`src/rtl/alu_pkg.sv`:
```
// alu_pkg: op encodings, default ALU latency and controller state encoding for alu_arbiter.
package alu_pkg;

    localparam logic [1:0] OP_ADD = 2'b00;
    localparam logic [1:0] OP_SUB = 2'b01;
    localparam logic [1:0] OP_AND = 2'b10;
    localparam logic [1:0] OP_OR  = 2'b11;

    localparam int ALU_LAT_DEF = 2;

    typedef enum logic [1:0] {
        IDLE = 2'd0,
        WAIT = 2'd1,
        RESP = 2'd2
    } state_t;

endpackage

```
`src/rtl/alu_arbiter_rr_arb2.sv`:
```
// rr_arb2: 2-way round-robin grant; ptr picks the winner only when both requesters are valid.
module rr_arb2 (
    input  logic [1:0] valid,
    input  logic       ptr,
    output logic [1:0] gnt,
    output logic       idx
);

    assign idx = (&valid) ? ptr : valid[1];
    assign gnt = (|valid) ? (idx ? 2'b10 : 2'b01) : 2'b00;

endmodule

```
`src/rtl/alu_arbiter.sv`:
```
// alu_arbiter: shares one pipelined 4-bit alu between two requesters with round-robin
// grant, fixed-latency result capture and a back-pressured tagged response channel.
module alu_arbiter
    import alu_pkg::*;
#(
    parameter int ALU_LAT = ALU_LAT_DEF
) (
    input  logic       clk,
    input  logic       rst_n,
    input  logic [1:0] req_valid,
    output logic [1:0] req_ready,
    input  logic [3:0] req_op,
    input  logic [7:0] req_a,
    input  logic [7:0] req_b,
    output logic       rsp_valid,
    input  logic       rsp_ready,
    output logic       rsp_id,
    output logic [3:0] rsp_y,
    output logic       rsp_carry,
    output logic [1:0] alu_op,
    output logic [3:0] alu_a,
    output logic [3:0] alu_b,
    input  logic [3:0] alu_y,
    input  logic       alu_carry
);

    localparam int CW = $clog2(ALU_LAT + 2);

    state_t        state, state_nx;
    logic          ptr, owner, idx, acc, done;
    logic [1:0]    gnt;
    logic [CW-1:0] cnt;

    rr_arb2 u_arb (
        .valid (req_valid),
        .ptr   (ptr),
        .gnt   (gnt),
        .idx   (idx)
    );

    assign req_ready = (state == IDLE) ? gnt : 2'b00;
    assign acc       = |(req_valid & req_ready);
    assign done      = (state == WAIT) && (cnt == '0);

    always_comb begin
        state_nx = state;
        state_nx = acc ? WAIT
                 : done ? RESP
                 : (state == RESP && rsp_ready) ? IDLE
                 : state;
    end

    always_ff @(posedge clk or negedge rst_n) begin
        if (!rst_n) state <= IDLE;
        else        state <= state_nx;
    end

    // The alu pipeline is not reset, so alu_y is only sampled on the done edge.
    always_ff @(posedge clk or negedge rst_n) begin
        if (!rst_n) begin
            ptr       <= 1'b0;
            owner     <= 1'b0;
            cnt       <= '0;
            alu_op    <= 2'b00;
            alu_a     <= 4'h0;
            alu_b     <= 4'h0;
            rsp_valid <= 1'b0;
            rsp_id    <= 1'b0;
            rsp_y     <= 4'h0;
            rsp_carry <= 1'b0;
        end else begin
            if (acc) begin
                alu_op <= idx ? req_op[3:2] : req_op[1:0];
                alu_a  <= idx ? req_a[7:4]  : req_a[3:0];
                alu_b  <= idx ? req_b[7:4]  : req_b[3:0];
                owner  <= idx;
                cnt    <= CW'(ALU_LAT);
                ptr    <= ~idx;
            end
            if (state == WAIT && cnt != '0) cnt <= cnt - 1'b1;
            if (done) begin
                rsp_y     <= alu_y;
                rsp_carry <= alu_carry;
                rsp_id    <= owner;
                rsp_valid <= 1'b1;
            end
            if (state == RESP && rsp_ready) rsp_valid <= 1'b0;
        end
    end

endmodule

```
`config.mk`:
```
export PLATFORM = sky130hd
export DESIGN_NAME = alu_arbiter
export DESIGN_NICKNAME = d
export VERILOG_FILES = /design/src/rtl/alu_pkg.sv /design/src/rtl/alu_arbiter_rr_arb2.sv /design/src/rtl/alu_arbiter.sv
export SDC_FILE = /design/constraint.sdc
export NUM_CORES = 1
export LEC_CHECK = 0
export BUFFER_PORTS_ARGS = -buffer_cell sky130_fd_sc_hd__buf_2
export CORE_MARGIN = 2
export CORE_UTILIZATION = 49
export DETAILED_ROUTE_END_ITERATION = 10
export PLACE_DENSITY_LB_ADDON = 0.2
export SYNTH_ARGS = -nofsm -noshare
export SYNTH_HDL_FRONTEND = slang
export SYNTH_SLANG_ARGS = --single-unit
```
`constraint.sdc`:
```
create_clock -name clk -period 2.1 [get_ports clk]
set_input_delay 0.42 -clock clk [delete_from_list [all_inputs] [get_ports clk]]
set_output_delay 0.42 -clock clk [all_outputs]
set_load 0.03 [all_outputs]
```
==> results.py, run 1 <==
metrics = {
    "outcome": {
        "status": "complete, no violations",
    },
    "detailed_routing": {
        "via_per_inst": 5.489,
        "vias": 977,
        "firstDrtPassIters": 5,
        "antenna_left": 0,
        "post_drt_wl_per_cell_um": 13.47,
        "drc": 0,
        "routed_wl_mm": 2.397,
        "drtIter0Drc": 15,
    },
    "layout": {
        "fin_util_pct": 63.49,
        "fin_nets": 182,
        "drive_gt1_share_pct": 44.00,
        "nFillCells": 197,
        "ff_latch_area_um2": 578.1,
        "final_common_cell": "buf_2",
        "diodes": 0,
        "final_cell_mix": "buf_2, dfrtp_1, a21oi_1",
        "syn_to_final_growth_pct": 25.26,
        "multiInputGateArea_um2": 451.7,
    },
    "timing": {
        "min_period_over_period_pct": 94.59,
        "setup-violations-final": 0,
        "rsz0062_at_grt": "no",
        "tightestPinTransition_ps": 508.3,
        "hold_violations": 0,
        "setup-tns-final_ps": 0,
        "slew_viol_final": 0,
        "finalCriticalPeriod_ps": 1986,
        "max_freq_mhz": 503.4,
        "slew_headroom_pct": 66.11,
        "finalClockSkew_ps": 4.228,
    },
    "logic_synthesis": {
        "synth_top_area_share_pct": 52.33,
        "synth.net_count": 132,
        "ys_warn_count": 0,
        "synth_top_area_cell": "dfrtp_1",
        "ys_top_cells_by_area": "dfrtp_1, mux2_2, a21oi_1",
        "ys_seq_area_share_pct": 52.33,
        "synth_cell_types": 28,
        "netlist_area_mm2": 0.001100,
        "netlist_instances": 101,
        "ys_seq_elements": 23,
        "avgSynthCellArea_um2": 10.89,
    },
    "global_route": {
        "grt_usage_pct": 20.21,
        "grt_antenna_before_repair": 0,
        "grt_max_degree": 24,
        "grt_first_pass_wirelength_mm": 3.864,
        "grt-ovfl-total": 0,
        "grt_pass1_vias": 907,
    },
    "cts": {
        "clk_pin_slew_ps": 120,
        "cts_hold_buf": 0,
        "h-tree-depth": 1,
        "root_buffer": "clkbuf_4",
        "cts_tree": "built",
        "clk_latency_ps": 310,
        "cts_sinks": 23,
        "cts_buffers": 3,
        "clock_path_buffers": 2,
    },
    "critical_path": {
        "endpoint_kind": "output port",
        "cpPeakStageDelay_ps": 460,
        "crit_buf_inv": 1,
        "rrSetupSlack_ps": 590,
        "critPathKind": "flop to output port",
        "crit_chain": "or2_1 -> nor3_4 -> buf_4",
        "cpLargestDelayFamily": "simple AND/OR/NAND/NOR gates",
        "r2r_start": "cnt[0]$_DFFE_PN0P_",
        "arrival_ps": 1570,
        "critPathLaunchType": "flop",
        "slowest_stage": "dfrtp_2",
        "reg2reg_to": "rsp_y[0]$_DFFE_PN0P_",
        "required_ps": 1680,
        "worstRegToRegCells": 5,
        "cp_max_fo": 7,
    },
    "placement": {
        "place_congestion": 0.8697,
        "dp_hpwl_mm": 1.801,
        "io_buffer_count": 48,
    },
    "power_and_ir_drop": {
        "finalPower_mw": 2.008,
        "ir_drop_mv": 0.9743,
        "leakagePower_nw": 0.6803,
        "p_per_area_mw_per_mm2": 1457,
    },
    "die": {
        "rows": 17,
        "core_area_mm2": 0.002170,
        "ios": 49,
        "die_width_um": 51.38,
        "start_util_pct": 50.69,
        "chipHeight_um": 51.38,
        "dieArea_mm2": 0.002639,
    },
    "run": {
        "max_cap_viol_count": 0,
    },
    "hold_path": {
        "hp-class": "input port to async pin",
    },
}
==> worst register-to-register path, stage by stage, from the launching register on <==
cell	delay (ps)
dfrtp_1	380
inv_1	50
ha_1	230
nor2b_1	150
nand2_1	220
mux2_2	370
==> cell families after synthesis <==
| logic type | after synthesis | synth area share (%) |
|---|---|---|
| AO/OA/AOI/OAI | 36 | 21.05 |
| AND/OR/NAND/NOR | 23 | 11.83 |
| buffers and inverters | 11 | 6.598 |
| multiplexers | 7 | 7.053 |
| adder cells (fa/ha/maj) | 1 | 1.137 |
| flip-flops | 23 | 52.33 |
==> registers in the layout, indices dropped and copies added (netlist names) <==
name / count
ptr: 1
alu_op: 2
cnt: 2
alu_b: 4
state: 2
alu_a: 4
rsp_valid: 1
rsp_id: 1
rsp_y: 4
rsp_carry: 1
owner: 1
==> power by group <==
| part | internal (mW) | switching [mW] | leakage (nW) |
|---|---|---|---|
| Combinational | 0.373 | 0.643 | 0.399 |
| Sequential | 0.660 | 0.128 | 0.266 |
| Clock | 0.0742 | 0.130 | 0.0150 |
| Total | 1.11 | 0.901 | 0.680 |
==> final cells by class <==
cell class                      count  share of cell area, %
Clock buffer                        4                  1.907
Tap cell                           28                  2.543
Inverter                            5                  1.544
Multi-Input combinational cell     67                  32.79
Timing Repair Buffer               51                  19.26
Sequential cell                    23                  41.96
==> stage by stage <==
stage	hold slack, ps	instances	setup WS (ps)	instance area [um2]
after floorplan	124.4	101	484.1	1100
after global placement	405.4	173	424.4	1339
after detailed placement	415.7	173	399.1	1339
after CTS	64.71	177	98.89	1365
after global routing	76.59	178	12.63	1378
final	58.74	178	113.6	1378
==> routing by layer <==
metal / up-vias / global-route usage (%) / share of wire (%)
li1: 472 / - / -
met5: - / 0 / 0
met1: 459 / 24.09 / 41
met2: 40 / 33.55 / 49
met4: 0 / 11.84 / 2.6
met3: 6 / 4.094 / 6.7
==> what timing repair did <==
action                     CTS  global route
setup endpoints to repair    0             1
resized for setup            0             4
buffers inserted             0             1
==> Yosys cell counts, drive strengths merged <==
library cell	number
o2111a	3
mux2	6
inv	5
nand2b	1
clkbuf	1
nor2	6
nand2	3
o22a	1
nand3	7
nor3	1
a31oi	7
ha	1
a221o	3
or3b	1
nor2b	2
dfrtp	23
a21oi	10
mux2i	1
a21o	2
or2	2
buf	5
o21ai	10
==> worst max path at each step <==
stage | from | endpoint | cells past startpoint
finish | state[0]$_DFFE_PN0P_ | req_ready[1] | 3
global route | state[0]$_DFFE_PN0P_ | req_ready[1] | 3
CTS | state[0]$_DFFE_PN0P_ | req_ready[1] | 3
detailed placement | req_valid[0] | req_ready[1] | 4
global placement | req_valid[0] | req_ready[1] | 4
floorplan | ptr$_DFFE_PN0P_ | req_ready[0] | 3
(Power assumes the default switching activity.)
==> run 2, diff against run 1 <==
Settings changed: CTS_BUF_LIST set to sky130_fd_sc_hd__clkbuf_16.
==> run 2 against run 1 <==
Effect of this change: worst hold slack better by 74 ps; fmax increased by 4.0%; count of clock-buffer cells in the layout decreased by 1; wire length fell by 0.71%; register-to-register slack hardly changed; largest cell class unchanged; non-clock buffer count down 1; design area rose by 2.9%; final cell count shrank 0.56%; critical path type unchanged; clock power grew 95%; first-iteration DRC count shrank 20%; critical endpoint unchanged.
==> results.py, run 2 (synthesized netlist as in run 1, its figures left out) <==
metrics = {
    "outcome": {
        "status": "complete, no violations",
    },
    "timing": {
        "whs_ps": 132.4,
        "min_period_over_period_pct": 90.94,
        "finalClockSkew_ps": 0.7888,
        "setup-violations-final": 0,
        "tightestPinTransition_ps": 502.0,
        "setup-tns-final_ps": 0,
        "rsz0062_at_grt": "no",
        "max_freq_mhz": 523.6,
        "finalCriticalPeriod_ps": 1910,
        "slew_headroom_pct": 66.53,
        "slew_viol_final": 0,
        "hold_violations": 0,
    },
    "layout": {
        "final_common_cell": "buf_2",
        "reg_top3": "alu_a x4, alu_b x4, rsp_y x4",
        "fin_nets": 181,
        "syn_to_final_growth_pct": 28.90,
        "final_cell_mix": "buf_2, dfrtp_1, a21oi_1",
        "drive_gt1_share_pct": 42.28,
        "fin_util_pct": 65.34,
        "diodes": 0,
        "layoutNonFillerInstCount": 177,
    },
    "global_route": {
        "grt_use_met3_pct": 4.094,
        "grt-ovfl-total": 0,
        "grt_first_pass_wirelength_mm": 3.891,
        "busiest_layer": "met2",
        "met2_usage_pct": 34.83,
        "grt_max_degree": 24,
        "grt_usage_pct": 20.01,
        "grtUsageMet1_pct": 24.62,
        "grt_antenna_before_repair": 0,
        "grt_pass1_vias": 897,
    },
    "power_and_ir_drop": {
        "seqPwrFrac_pct": 35.9,
        "leakagePower_nw": 0.7035,
        "p_int_mw": 1.280,
        "ir_drop_mv": 1.072,
        "p_per_area_mw_per_mm2": 1548,
        "finalPower_mw": 2.194,
        "pwr-share-comb_pct": 45.9,
        "swShare_pct": 41.69,
        "p_sw_mw": 0.9148,
        "pwr-share-clk_pct": 18.1,
    },
    "placement": {
        "place_congestion": 0.8697,
        "io_buffer_count": 48,
        "dp_hpwl_mm": 1.801,
        "post-place-cells": 173,
    },
    "die": {
        "core_area_mm2": 0.002170,
        "rows": 17,
        "dieArea_mm2": 0.002639,
        "die_width_um": 51.38,
        "ios": 49,
        "start_util_pct": 50.69,
        "chipHeight_um": 51.38,
    },
    "detailed_routing": {
        "antenna_left": 0,
        "post_drt_wl_per_cell_um": 13.45,
        "via_per_inst": 5.452,
        "drtIter0Drc": 12,
        "vias": 965,
        "routed_wl_mm": 2.380,
        "firstDrtPassIters": 4,
        "drc": 0,
    },
    "cts": {
        "cts_sinks": 23,
        "clock_path_buffers": 2,
        "clk_latency_ps": 250,
        "cts_setup_buffers": 0,
        "cts_resized": 0,
        "cts_buffers": 3,
        "root_buffer": "clkbuf_16",
        "cts_hold_buf": 0,
        "clk_pin_slew_ps": 60,
        "cts_tree": "built",
        "h-tree-depth": 1,
    },
    "hold_path": {
        "hp-class": "input port to async pin",
    },
    "critical_path": {
        "critPathKind": "flop to output port",
        "endpoint_kind": "output port",
        "cp_max_fo": 7,
        "required_ps": 1680,
        "arrival_ps": 1490,
        "critPathLaunchType": "flop",
    },
    "run": {
        "max_cap_viol_count": 0,
    },
}
run 2: cell types whose count changed in the layout (fill, tap and decap cells not counted), sizes merged:
cell / before / now
buf: 51 / 50
clkbuf: 4 / 3
inv: 5 / 6
run 2: cell type report:
cell class                      count  area [um2]
Multi-Input combinational cell     67       451.7
Clock buffer                        3       75.07
Timing Repair Buffer               50       255.2
Fill cell                         193       752.0
Sequential cell                    23       575.6
Tap cell                           28       35.03
Clock inverter                      1       3.754
Inverter                            5       21.27
run 2: final timing paths:
| path | slack [ps] | start | end | cells after the start |
|---|---|---|---|---|
| worst max-delay path | 190 | state[0]$_DFFE_PN0P_ | req_ready[1] | 3 |
| min in group clk | 380 | rsp_ready | state[1]$_DFFE_PN0P_ | 2 |
| worst min-delay path | 130 | rst_n | rsp_valid$_DFFE_PN0P_ | 1 |
| worst min register to register | 480 | cnt[0]$_DFFE_PN0P_ | cnt[0]$_DFFE_PN0P_ | 1 |
| worst max register to register | 590 | cnt[0]$_DFFE_PN0P_ | rsp_y[0]$_DFFE_PN0P_ | 5 |
| max in group asynchronous | 1630 | rst_n | alu_b[3]$_DFFE_PN0P_ | 1 |
run 2: worst max-delay path: stages (launching register included):
cell and delay (ps):
dfrtp_1 430, or2_1 310, nor3_4 240, buf_2 250
run 2: power groups by stage:
| stage | clock network, mW | registers, mW | logic, mW |
|---|---|---|---|
| finish | 0.398 | 0.789 | 1.01 |
| global route | 0.427 | 0.816 | 1.10 |
| CTS | 0.408 | 0.788 | 1.02 |
| detailed placement | 0 | 0.791 | 1.01 |
| global placement | 0 | 0.780 | 0.995 |
| floorplan | 0 | 1.10 | 0.429 |
run 2: metrics by stage:
| stage | worst slack [ps] | cell area, um2 |
|---|---|---|
| floorplan | 484.1 | 1100 |
| global placement | 424.4 | 1339 |
| detailed placement | 399.1 | 1339 |
| CTS | 184.0 | 1418 |
| global route | 89.02 | 1418 |
| finish | 190.3 | 1418 |
run 2: layer usage:
metal  share of wire (%)  routed length [um]
met1                  43                1023
met2                  49                1172
met3                 7.1                 169
met5                   0                   0
met4                0.59                  14
